## config.mk

```make
export PLATFORM = sky130hd
export DESIGN_NAME = act_scheduler
export DESIGN_NICKNAME = d
export VERILOG_FILES = /design/src/rtl/act_scheduler.sv
export SDC_FILE = /design/constraint.sdc
export NUM_CORES = 1
export LEC_CHECK = 0
export ABC_AREA = 0
export BUFFER_PORTS_ARGS = -buffer_cell sky130_fd_sc_hd__buf_2
export CAP_MARGIN = 20
export CORE_ASPECT_RATIO = 0.6
export CORE_UTILIZATION = 35
export CTS_BUF_LIST = sky130_fd_sc_hd__clkbuf_2
export DETAILED_ROUTE_END_ITERATION = 8
export SLEW_MARGIN = 30
export SYNTH_ARGS = -nofsm -noshare
export SYNTH_HDL_FRONTEND = slang
export SYNTH_SLANG_ARGS = --single-unit
```

## constraint.sdc

```tcl
create_clock -name Clock -period 2.51 [get_ports Clock]
set_input_delay 0.251 -clock Clock [delete_from_list [all_inputs] [get_ports Clock]]
set_output_delay 0.251 -clock Clock [all_outputs]
set_load 0.02 [all_outputs]
```

## src/rtl/act_scheduler.sv

```systemverilog
// act_scheduler: round-robin activate arbiter that enforces a minimum
// spacing between activates (TRRD) and a cap of ACT_LIMIT activates in any
// rolling TFAW-cycle window. All outputs are registered.
module act_scheduler #(
    parameter int NREQ      = 4,
    parameter int TFAW      = 10,
    parameter int TRRD      = 2,
    parameter int ACT_LIMIT = 4
) (
    input  logic                           Clock,
    input  logic                           Reset,
    input  logic [NREQ-1:0]                ACTREQ,
    output logic [NREQ-1:0]                ACTGNT,
    output logic                           ACTVALID,
    output logic [$clog2(NREQ)-1:0]        ACTID,
    output logic [$clog2(ACT_LIMIT+1)-1:0] WINCNT,
    output logic                           THROTTLE
);

    localparam int IDW = $clog2(NREQ);
    localparam int CW  = $clog2(ACT_LIMIT + 1);

    // Bits of the issue history that fall inside the TRRD shadow
    // (the previous TRRD-1 cycles); empty when TRRD is 1.
    localparam logic [TFAW-1:0] TRRD_MASK = TFAW'((64'(1) << (TRRD - 1)) - 64'(1));

    // hist_reg[0] is the current cycle, hist_reg[k] is k cycles ago.
    logic [TFAW-1:0] hist_reg, hist_next;
    logic [NREQ-1:0] gnt_reg, gnt_next;
    logic            valid_reg, valid_next;
    logic [IDW-1:0]  id_reg, id_next;
    logic [CW-1:0]   win_cnt_reg, win_cnt_next;
    logic            throttle_reg, throttle_next;
    logic [IDW-1:0]  ptr_reg, ptr_next;

    logic [NREQ-1:0] eligible;
    logic            pick_found;
    logic [IDW-1:0]  pick_idx;
    logic            trrd_block;
    logic            faw_block;
    logic            issue;
    logic [CW-1:0]   prev_cnt;
    logic [CW:0]     win_sum;

    // Round-robin search over requesters, starting one above the last grant.
    always_comb begin
        logic [IDW-1:0] cand;
        eligible   = ACTREQ & ~gnt_reg;
        pick_found = 1'b0;
        pick_idx   = '0;
        cand       = '0;
        for (int i = 1; i <= NREQ; i++) begin
            cand = IDW'((int'(ptr_reg) + i) % NREQ);
            if (!pick_found && eligible[cand]) begin
                pick_found = 1'b1;
                pick_idx   = cand;
            end
        end
    end

    // Timing gates, issue decision and next values of all registered state.
    always_comb begin
        // Window count over the previous TFAW-1 cycles: drop the oldest entry.
        prev_cnt      = win_cnt_reg - CW'(hist_reg[TFAW-1]);
        trrd_block    = |(hist_reg & TRRD_MASK);
        faw_block     = (prev_cnt >= CW'(ACT_LIMIT));
        issue         = pick_found && !trrd_block && !faw_block;
        // THROTTLE only reflects tFAW once the TRRD shadow has passed.
        throttle_next = pick_found && !trrd_block && faw_block;
        valid_next    = issue;
        id_next       = issue ? pick_idx : '0;
        gnt_next      = issue ? (NREQ'(1) << pick_idx) : '0;
        ptr_next      = issue ? pick_idx : ptr_reg;
        hist_next     = {hist_reg[TFAW-2:0], issue};
        win_sum       = {1'b0, prev_cnt} + (CW+1)'(issue);
        win_cnt_next  = (win_sum > (CW+1)'(ACT_LIMIT)) ? CW'(ACT_LIMIT) : win_sum[CW-1:0];
    end

    // State registers; reset discards history and gives requester 0 first pick.
    always_ff @(posedge Clock or negedge Reset) begin
        if (!Reset) begin
            hist_reg     <= '0;
            gnt_reg      <= '0;
            valid_reg    <= 1'b0;
            id_reg       <= '0;
            win_cnt_reg  <= '0;
            throttle_reg <= 1'b0;
            ptr_reg      <= IDW'(NREQ - 1);
        end else begin
            hist_reg     <= hist_next;
            gnt_reg      <= gnt_next;
            valid_reg    <= valid_next;
            id_reg       <= id_next;
            win_cnt_reg  <= win_cnt_next;
            throttle_reg <= throttle_next;
            ptr_reg      <= ptr_next;
        end
    end

    assign ACTGNT   = gnt_reg;
    assign ACTVALID = valid_reg;
    assign ACTID    = id_reg;
    assign WINCNT   = win_cnt_reg;
    assign THROTTLE = throttle_reg;

endmodule

```

Word level (Yosys, flattened, before mapping)
Cells that the tools add are included.
{"block": "op_classes", "addsub": 6, "mux": 19, "n_lt_le_gt_ge": 6, "n_bitwise": 2, "shifts": 1, "n_reduce_logical": 11}
{"operator": "$lt A2 B3 Y1 const B", "n": 4}
{"operator": "$mux W2", "n": 5}
{"operator": "$bmux W1 S2", "n": 4}
{"operator": "$mux W1", "n": 8}
{"operator": "$logic_and A1 B1 Y1", "n": 6}
{"operator": "$logic_not A1 Y1", "n": 5}
{"operator": "$add A2 B1 Y2 const B", "n": 2}
{"operator": "$add A2 B2 Y2 const B", "n": 2}
{"operator": "$add A3 B1 Y4", "n": 1}
{"operator": "$and A4 B4 Y4", "n": 1}
{"operator": "$gt A4 B3 Y1 const B", "n": 1}
{"operator": "$mux W4", "n": 1}
{"operator": "$not A4 Y4", "n": 1}
{"operator": "$shl A1 B2 Y4 const A", "n": 1}
{"operator": "$ge A3 B3 Y1 const B", "n": 1}
{"operator": "$mux W3", "n": 1}
{"operator": "$sub A3 B1 Y3", "n": 1}
{"block": "totals", "out_inout_bits": 11, "input_bits": 6, "register_bits": 23, "word_cells": 52}

Depth between registers and ports, before layout
Gate-level depths: netlist (run 1).
{"block": "logic_depth", "depth_word": 19, "mapped_depth": 12, "mapped_depth_nobuf": 11}

Worst setup path before layout (run 1)
No wires, ideal clock.
{"block": "synth_path", "path_type": "register to register", "start": "reg win_cnt_reg[0], in the netlist WINCNT[0]", "end": "reg win_cnt_reg[0], in the netlist WINCNT[0]", "setup_time_ns": 0.119, "path_buffers": 1, "synth_period_minus_slack_ns": 2.246, "required_time_ns": 2.391, "arrival_time_ns": 2.127, "path_stages_with_launch": 13, "slack_ns": 0.264, "path_cell_list": "dfrtp_1 -> inv_1 -> ha_1 -> ha_1 -> xor2_1 -> or2_0 -> buf_6 -> inv_1 -> ha_1 -> ha_1 -> nand3_1 -> o21ai_0 -> and2_1"}
{"block": "synth_via", "elab_chain_cells": 7}
{"element": "from (decl)", "line_no": "32", "rtl": "logic [CW-1:0] win_cnt_reg, win_cnt_next;"}
{"element": "from (signal assigned)", "line_no": "94", "rtl": "win_cnt_reg <= win_cnt_next;"}
{"element": "$sub A3 B1 Y3 (*)", "line_no": "64", "rtl": "prev_cnt = win_cnt_reg - CW'(hist_reg[TFAW-1]);"}
{"element": "$ge A3 B3 Y1 (*)", "line_no": "66", "rtl": "faw_block = (prev_cnt >= CW'(ACT_LIMIT));"}
{"element": "$logic_not A1 Y1 (*)", "line_no": "67", "rtl": "issue = pick_found && !trrd_block && !faw_block;"}
{"element": "$logic_and A1 B1 Y1 (*)", "line_no": "67"}
{"element": "named net issue", "line_no": "41", "rtl": "logic issue;"}
{"element": "$add A3 B1 Y4 (*)", "line_no": "75", "rtl": "win_sum = {1'b0, prev_cnt} + (CW+1)'(issue);"}
{"element": "$gt A4 B3 Y1", "line_no": "76", "rtl": "win_cnt_next = (win_sum > (CW+1)'(ACT_LIMIT)) ? CW'(ACT_LIMIT) : win_sum[CW-1:0];"}
{"element": "$mux W3 (*)", "line_no": "76"}
{"element": "named net win_cnt_next[0]", "line_no": "32"}
Mark *: on every way through the listed nets, which the timed path passes. The rest lies on a longest branch.
A chain may end at the register's enable or synchronous reset.

Worst setup path after layout (run 1)
{"block": "layout_path", "start": "reg win_cnt_reg[0], in the netlist WINCNT[0]", "end": "reg win_cnt_reg[1], in the netlist WINCNT[1]"}
Same word-level chain as after synthesis.

==> metrics.csv, run 1 <==
metric,value,unit
status,completed,
Synth Instances,69,
Slew @ Worst Pin,0.453,ns
die height,41.4,um
setup_tns,0,ns
PD cells,1390,mW/mm2
"most common cell after layout, fill and taps aside",dfrtp_1,
max_cap viols,0,
Cell Count Post-Placement,116,
vias in the first global route,461,
worst skew pair latency,0.31,ns
Adder-Cell Fraction of Synth Area,0.0554,
CTS resizes,0,
leading area contributor after synthesis,dfrtp_1,
Synthesized Nets,79,
Num Clock Sinks,22,
Clock transition at path regs,0.19,ns
GRT Max-Usage Layer,met2,
largest family of logic cells by synthesized area,simple AND/OR/NAND/NOR gates,
final-report hold violation count,0,
I/O Buffers,16,
P_sw,536,uW
Final Slew Violations,0,
pin count of the biggest net entering global routing,23,
Layout Utilization,0.471,
Root Buffer,clkbuf_2,
Logic pwr share,0.441,
mux contribution to synthesized area,0.0166,
minimum clock period,2.08,ns
core area,0.00229,mm2
simple-gate share of the synthesized area,0.198,
io pins,17,
CTS Buf Count,3,
P_int,966,uW
share of layout cells above drive strength 1,0.352,
Netlist Area Pre-Place,903,um2
post-route ant nets,0,
Reg2Reg Launch Point,WINCNT[0],
"Arr. time, crit path",2.35,ns
type of element launching the critical path,flip-flop,
routing usage on met3,0.0652,
Hold Path Class,flip-flop to flip-flop,
RSZ-0062 raised after global routing,no,
routed via count,557,
GRT Total Usage,0.122,
hold_sp,hist_reg[7],
Vias per Instance,4.60,
Starting Density,0.394,
"commonest cells after routing, fill and taps aside","20 x dfrtp_1, 16 x buf_2, 6 x inv_1",
Post-CTS Setup Bufs,0,
Synth-to-Final Area Change,19.5,%
non-filler instance count after layout,121,
Compound-Gate Fraction of Synth Area,0.0706,
Peak VDD IR,0.438,mV
met1 Usage GRT,0.157,
"FF+latch count, synth",22,
first-pass GRT wire length,2.20,mm
DRC Markers,0,
CP most frequent cell,ha_1,
Antenna Cells,0,
Pre-antenna DRT Iters,4,
Final period util,0.829,
Static Leakage,0.566,nW
Setup crit end kind,flip-flop,
max reg flops,10,
Post-DP HPWL,1.10,mm
area of the multi-input gates,317,um2
total grt overflow,0,
setup violators final,0,
worst hold margin,0.374,ns
wire per inst,11.8,um
Worst Skew,0.00231,ns
row count,13,
Clock Path Buffers,2,
Sequential Area,553,um2
Fillers,218,
synth warn,0,
"Avg Cell Area, Syn",13.1,um2
power share of the clock group,0.158,
CTS tree,yes,
slowest CP cell,dfrtp_1,
CP Cell Sequence,inv_1 -> ha_1 -> ha_1 -> xor2_1 -> or2_0 -> inv_1 -> ha_1 -> ha_1 -> o21ai_0 -> and2_1,
share of the synthesized area in the top cell type,0.554,
worst-path maximum fanout,3,
post-synthesis sequential area ratio,0.612,
synth top area cells,"dfrtp_1 55%, dfstp_2 5.8%, ha_1 5.5%",
Crit Path Category,flip-flop to flip-flop,
die area,0.00279,mm2
register share of total power,0.401,
met2 Resource Use GR,0.178,
Worst Setup SP,WINCNT[0],
distinct cell type count of the synthesized netlist,29,
H-tree depth,1,
slew margin rel.,0.698,
antenna violations before repair,0,
f_max,480,MHz
Detailed Route WL,1.43,mm
Post-Synth XOR/XNOR Area,0.00970,
data required time of the worst path,2.78,ns
die width,67.6,um
Final GP Congestion,0.690,
switch share,0.357,
final net count,102,
crit-path max cell delay,0.38,ns
detailed router's first-iteration violation count,25,
-- critical path: cells and delay by family, from the launching register on --
| family | cells | cell delay, ns |
|---|---|---|
| AO/OA/AOI/OAI | 1 | 0.25 |
| XOR/XNOR | 1 | 0.19 |
| adder cells (fa/ha/maj) | 4 | 0.77 |
| buffers and inverters | 2 | 0.11 |
| flip-flops | 1 | 0.38 |
| AND/OR/NAND/NOR | 2 | 0.33 |
-- worst paths after layout --
check                      depth (start not counted)           to  slack, ns
max                                               10    WINCNT[1]       0.43
min                                                0  hist_reg[8]       0.37
max reg2reg                                       10    WINCNT[1]       0.43
min reg2reg                                        0  hist_reg[8]       0.37
max in group asynchronous                          2   ptr_reg[0]       1.79
min in group asynchronous                          2    WINCNT[0]       0.38
-- power groups by stage --
stage	registers [mW]	clock network (mW)	logic, mW
2_1_floorplan	0.678	0	0.403
3_3_place_gp	0.605	0	0.665
3_5_place_dp	0.612	0	0.666
4_1_cts	0.605	0.247	0.672
5_1_grt	0.623	0.267	0.746
6_report	0.602	0.237	0.663
-- through the flow --
stage	cell area (um2)	worst slack, ns	total power [mW]
after floorplan	903	0.264	1.08
after global placement	1020	0.467	1.27
after detailed placement	1020	0.455	1.28
after CTS	1080	0.404	1.53
after global routing	1080	0.169	1.64
final	1080	0.429	1.50
-- synthesized netlist by cell type --
| cell type | n |
|---|---|
| a22oi_1 | 1 |
| o21ai_0 | 3 |
| inv_1 | 6 |
| nand3b_1 | 1 |
| nor3_1 | 1 |
| mux2_4 | 1 |
| or3b_1 | 1 |
| nand3_1 | 3 |
| nand2b_1 | 3 |
| or2_0 | 1 |
| buf_6 | 1 |
| a21oi_1 | 1 |
| a221o_2 | 1 |
| and3b_2 | 1 |
| dfstp_2 | 2 |
| o22ai_1 | 1 |
| and2b_2 | 2 |
| dfrtp_1 | 20 |
| a41o_1 | 1 |
| xor2_1 | 1 |
| a21o_2 | 1 |
| nand2b_4 | 2 |
| nand2_1 | 1 |
| and2b_1 | 1 |
| and2_1 | 2 |
| ha_1 | 4 |
| nor2_1 | 2 |
| nor3b_1 | 3 |
| and3b_1 | 1 |
-- cells by family after synthesis --
logic type	count (synthesis)
adder cells (fa/ha/maj)	4
multiplexers	1
AND/OR/NAND/NOR	25
AO/OA/AOI/OAI	9
buffers and inverters	7
XOR/XNOR	1
flip-flops	22
-- layout make-up --
| type | instances | share of cell area |
|---|---|---|
| sequential | 22 | 0.512 |
| clock inverter | 1 | 0.0278 |
| multi-input combinational | 40 | 0.293 |
| clock buffer | 3 | 0.0139 |
| tap | 30 | 0.0348 |
| timing repair buffer | 19 | 0.0973 |
| inverter | 6 | 0.0209 |
-- metal layers --
layer,share of wire,up-vias
li1,-,277
met1,0.50,265
met2,0.43,15
met3,0.067,0
met4,0,0
met5,0,-
-- repair_timing --
action | CTS | global route
hold buffers | 1 | 0
endpoints found under the setup margin | 0 | 0
endpoints found under the hold margin | 20 | 0
No activity file was read; power rests on OpenSTA's default activity.
==> run 2: changes to the inputs <==
--- a/config.mk
+++ b/config.mk
@@ -5,7 +5,7 @@
 export SDC_FILE = /design/constraint.sdc
 export NUM_CORES = 1
 export LEC_CHECK = 0
-export ABC_AREA = 0
+export ABC_AREA = 1
 export BUFFER_PORTS_ARGS = -buffer_cell sky130_fd_sc_hd__buf_2
 export CAP_MARGIN = 20
 export CORE_ASPECT_RATIO = 0.6
==> constraint.sdc (replaced) <==
create_clock -name Clock -period 1.8 [get_ports Clock]
set_input_delay 0.18 -clock Clock [delete_from_list [all_inputs] [get_ports Clock]]
set_output_delay 0.18 -clock Clock [all_outputs]
set_load 0.02 [all_outputs]
==> run 2 against run 1 <==
Net effect: the run now ends with setup timing left; first-iteration DRC count up 68%; sequential power down 18%; maximum frequency down 2.8%; sequential share of layout area down 18 points; synthesized area up 35%; non-clock buffer count up 15; wire length up 89%; via count up 69%; utilization up 4.3 points; register-to-register slack worse by 0.77 ns; final area up 56%; critical path type unchanged; largest cell class is now multi-input gates.
==> metrics.csv, run 2 <==
metric,value,unit,change
final-report hold violation count,0,,unchanged
Logic pwr share,0.095,,-0.346
failing checks,setup timing,,
pin count of the biggest net entering global routing,23,,unchanged
f_max,467,MHz,-2.8%
switch share,0.219,,-0.138
Synth Instances,130,,+88%
Hold Path Class,input port to asynchronous set/reset pin,,
top post-synthesis cells by count,"23 x nand2_1, 20 x dfrtp_1, 18 x inv_1",,
crit-path max cell delay,0.60,ns,+0.22 ns
status,finished with violations,,
synth warn,0,,unchanged
minimum clock period,2.14,ns,+0.0604 ns
non-filler instance count after layout,211,,+74%
GRT Total Usage,0.155,,+0.0333
die area,0.00373,mm2,+33%
Fillers,322,,+48%
Num Clock Sinks,22,,unchanged
share of the synthesized area in the top cell type,0.411,,-0.143
PD cells,546,mW/mm2,-61%
Worst Skew,0.00941,ns,+0.00710 ns
"Arr. time, crit path",2.40,ns,+0.05 ns
Peak VDD IR,0.313,mV,-28%
"most common cell after layout, fill and taps aside",nand2_1,,
CTS Buf Count,3,,unchanged
post-synthesis sequential area ratio,0.454,,-0.158
worst skew pair latency,0.32,ns,about the same
Setup crit end kind,flip-flop,,
Slew @ Worst Pin,0.468,ns,+0.0152 ns
P_int,719,uW,-26%
Root Buffer,clkbuf_2,,
Post-DP HPWL,2.04,mm,+86%
slowest CP cell,dfstp_2,,
Clock transition at path regs,0.20,ns,about the same
share of layout cells above drive strength 1,0.542,,+0.191
distinct cell type count of the synthesized netlist,21,,-28%
slew margin rel.,0.688,,-0.0101
most frequent cell after synthesis,nand2_1,,
register share of total power,0.539,,+0.138
Cell Count Post-Placement,201,,+73%
Antenna Cells,0,,unchanged
"commonest cells after routing, fill and taps aside","20 x nand2_1, 19 x dfrtp_1, 17 x inv_1",,
leading area contributor after synthesis,dfrtp_1,,
P_sw,201,uW,-62%
Starting Density,0.371,,-0.0227
setup_tns,-1.10,ns,-1.10 ns
io pins,17,,unchanged
max_cap viols,0,,unchanged
Crit Path Category,flip-flop to flip-flop,,
total power,920,uW,-39%
worst-path maximum fanout,7,,+4
final net count,177,,+74%
type of element launching the critical path,flip-flop,,
Final Slew Violations,0,,unchanged
Pre-antenna DRT Iters,4,,unchanged
Vias per Instance,4.46,,-3.1%
Most used DFF post-synth,dfrtp_1,,
total grt overflow,0,,unchanged
detailed router's first-iteration violation count,42,,+68%
Synthesized Nets,140,,+77%
routed via count,941,,+69%
I/O Buffers,16,,unchanged
data required time of the worst path,2.06,ns,-0.72 ns
row count,16,,+3
Synth-to-Final Area Change,38.3,%,
CP most frequent cell,ha_4,,
power share of the clock group,0.366,,+0.208
DRC Markers,0,,unchanged
vias in the first global route,870,,+89%
Detailed Route WL,2.71,mm,+89%
RSZ-0062 raised after global routing,yes,,
Netlist Area Pre-Place,0.00122,mm2,+35%
max reg flops,10,,unchanged
CP Cell Sequence,buf_12 -> nand3_2 -> nand3_1 -> nand2_2 -> nand4_4 -> nand2_4 -> nor2_4 -> ha_4 -> ha_4 -> inv_2 -> a211oi_2 -> a21oi_2 -> nor2_1,,
"FF+latch count, synth",22,,unchanged
synth top area cells,"dfrtp_1 41%, nand2_1 7.1%, nand3_2 5.7%",,
first-pass GRT wire length,4.21,mm,+91%
die height,47.7,um,+15%
Final period util,1.19,,+0.361
post-route ant nets,0,,unchanged
number of synthesized flops with an enable pin,0,,unchanged
"Avg Cell Area, Syn",9.37,um2,-28%
crit path buf inv count,2,,unchanged
antenna violations before repair,0,,unchanged
CP top delay family,simple AND/OR/NAND/NOR gates,,
setup violators final,8,,+8
wire per inst,12.8,um,+8.6%
Final GP Congestion,0.890,,+29%
die width,78.2,um,+16%
core area,0.00328,mm2,+43%
r2r setup slk,-0.34,ns,-0.77 ns
CTS tree,yes,,
H-tree depth,1,,unchanged
min setup slack post-route,-0.342,ns,-0.770 ns
Async SR Flop Fraction,1.00,,unchanged
Static Leakage,0.866,nW,+53%
Clock Path Buffers,2,,unchanged
## run 2: changes by cell type after synthesis, moves of 6 or more
cell     change
nand3_2      +7
inv_1       +12
nand2_1     +22
nand2_4      +6
nand3_1     +10
nand2_2      +8
nor2_1       +9
## run 2: final timing paths
path	from	endpoint	cells after the start
setup / recovery	ptr_reg[0]	WINCNT[0]	13
min in group Clock	hist_reg[5]	hist_reg[6]	0
setup reg to reg	ptr_reg[0]	WINCNT[0]	13
hold / removal	Reset	hist_reg[2]	2
max in group asynchronous	Reset	ptr_reg[0]	2
hold reg to reg	hist_reg[5]	hist_reg[6]	0
## run 2: through the flow
stage / area, um2 / utilization / worst slack, ns / hold slack [ns]
floorplan: 1290 / - / -0.214 / -0.116
global placement: 1500 / 0.458 / -0.214 / 0.148
detailed placement: 1500 / 0.458 / -0.302 / 0.160
CTS: 1640 / 0.498 / -0.254 / 0.289
global route: 1690 / 0.513 / -0.428 / 0.296
finish: 1690 / 0.513 / -0.342 / 0.302
## run 2: layer usage
| layer | routed length [um] | vias to the layer above | GRT usage |
|---|---|---|---|
| met1 | 1460 | 440 | 0.237 |
| met3 | 95 | 2 | 0.0305 |
| met2 | 1130 | 18 | 0.228 |
| met4 | 12 | 0 | 0.0333 |
| li1 | - | 481 | - |
| met5 | 0 | - | 0 |
## run 2: area by class of cell
cell class              instances  area (um2)  share of cell area
multi-input cells              86         714               0.424
well taps                      45        56.3              0.0334
repair buffers                 34         238               0.141
clock inverters                 1        30.0              0.0178
clock buffers                   3        15.0             0.00891
flip-flops and latches         22         554               0.329
inverters                      20        77.6              0.0460
## run 2: repair_timing
action / CTS / global route
hold endpoints to repair: 20 / 0
resized for setup: 12 / 9
setup endpoints to repair: 5 / 9
buffers inserted: 5 / 2
hold buffers: 1 / 0
pin swaps: 7 / 5
## run 2: kinds of logic after synthesis
| logic type | share of synthesized area |
|---|---|
| adder cells (fa/ha/maj) | 0.0411 |
| buffers and inverters | 0.0821 |
| XOR/XNOR | 0.00719 |
| AO/OA/AOI/OAI | 0.0226 |
| AND/OR/NAND/NOR | 0.393 |
| flip-flops | 0.454 |
## run 2: power by group through the flow
stage	clock, mW	combinational, mW	sequential (mW)
2_1_floorplan	0	0.0436	0.505
4_1_cts	0.354	0.0854	0.496
6_report	0.337	0.0872	0.496
3_3_place_gp	0	0.0767	0.504
3_5_place_dp	0	0.0773	0.504
5_1_grt	0.370	0.0958	0.496
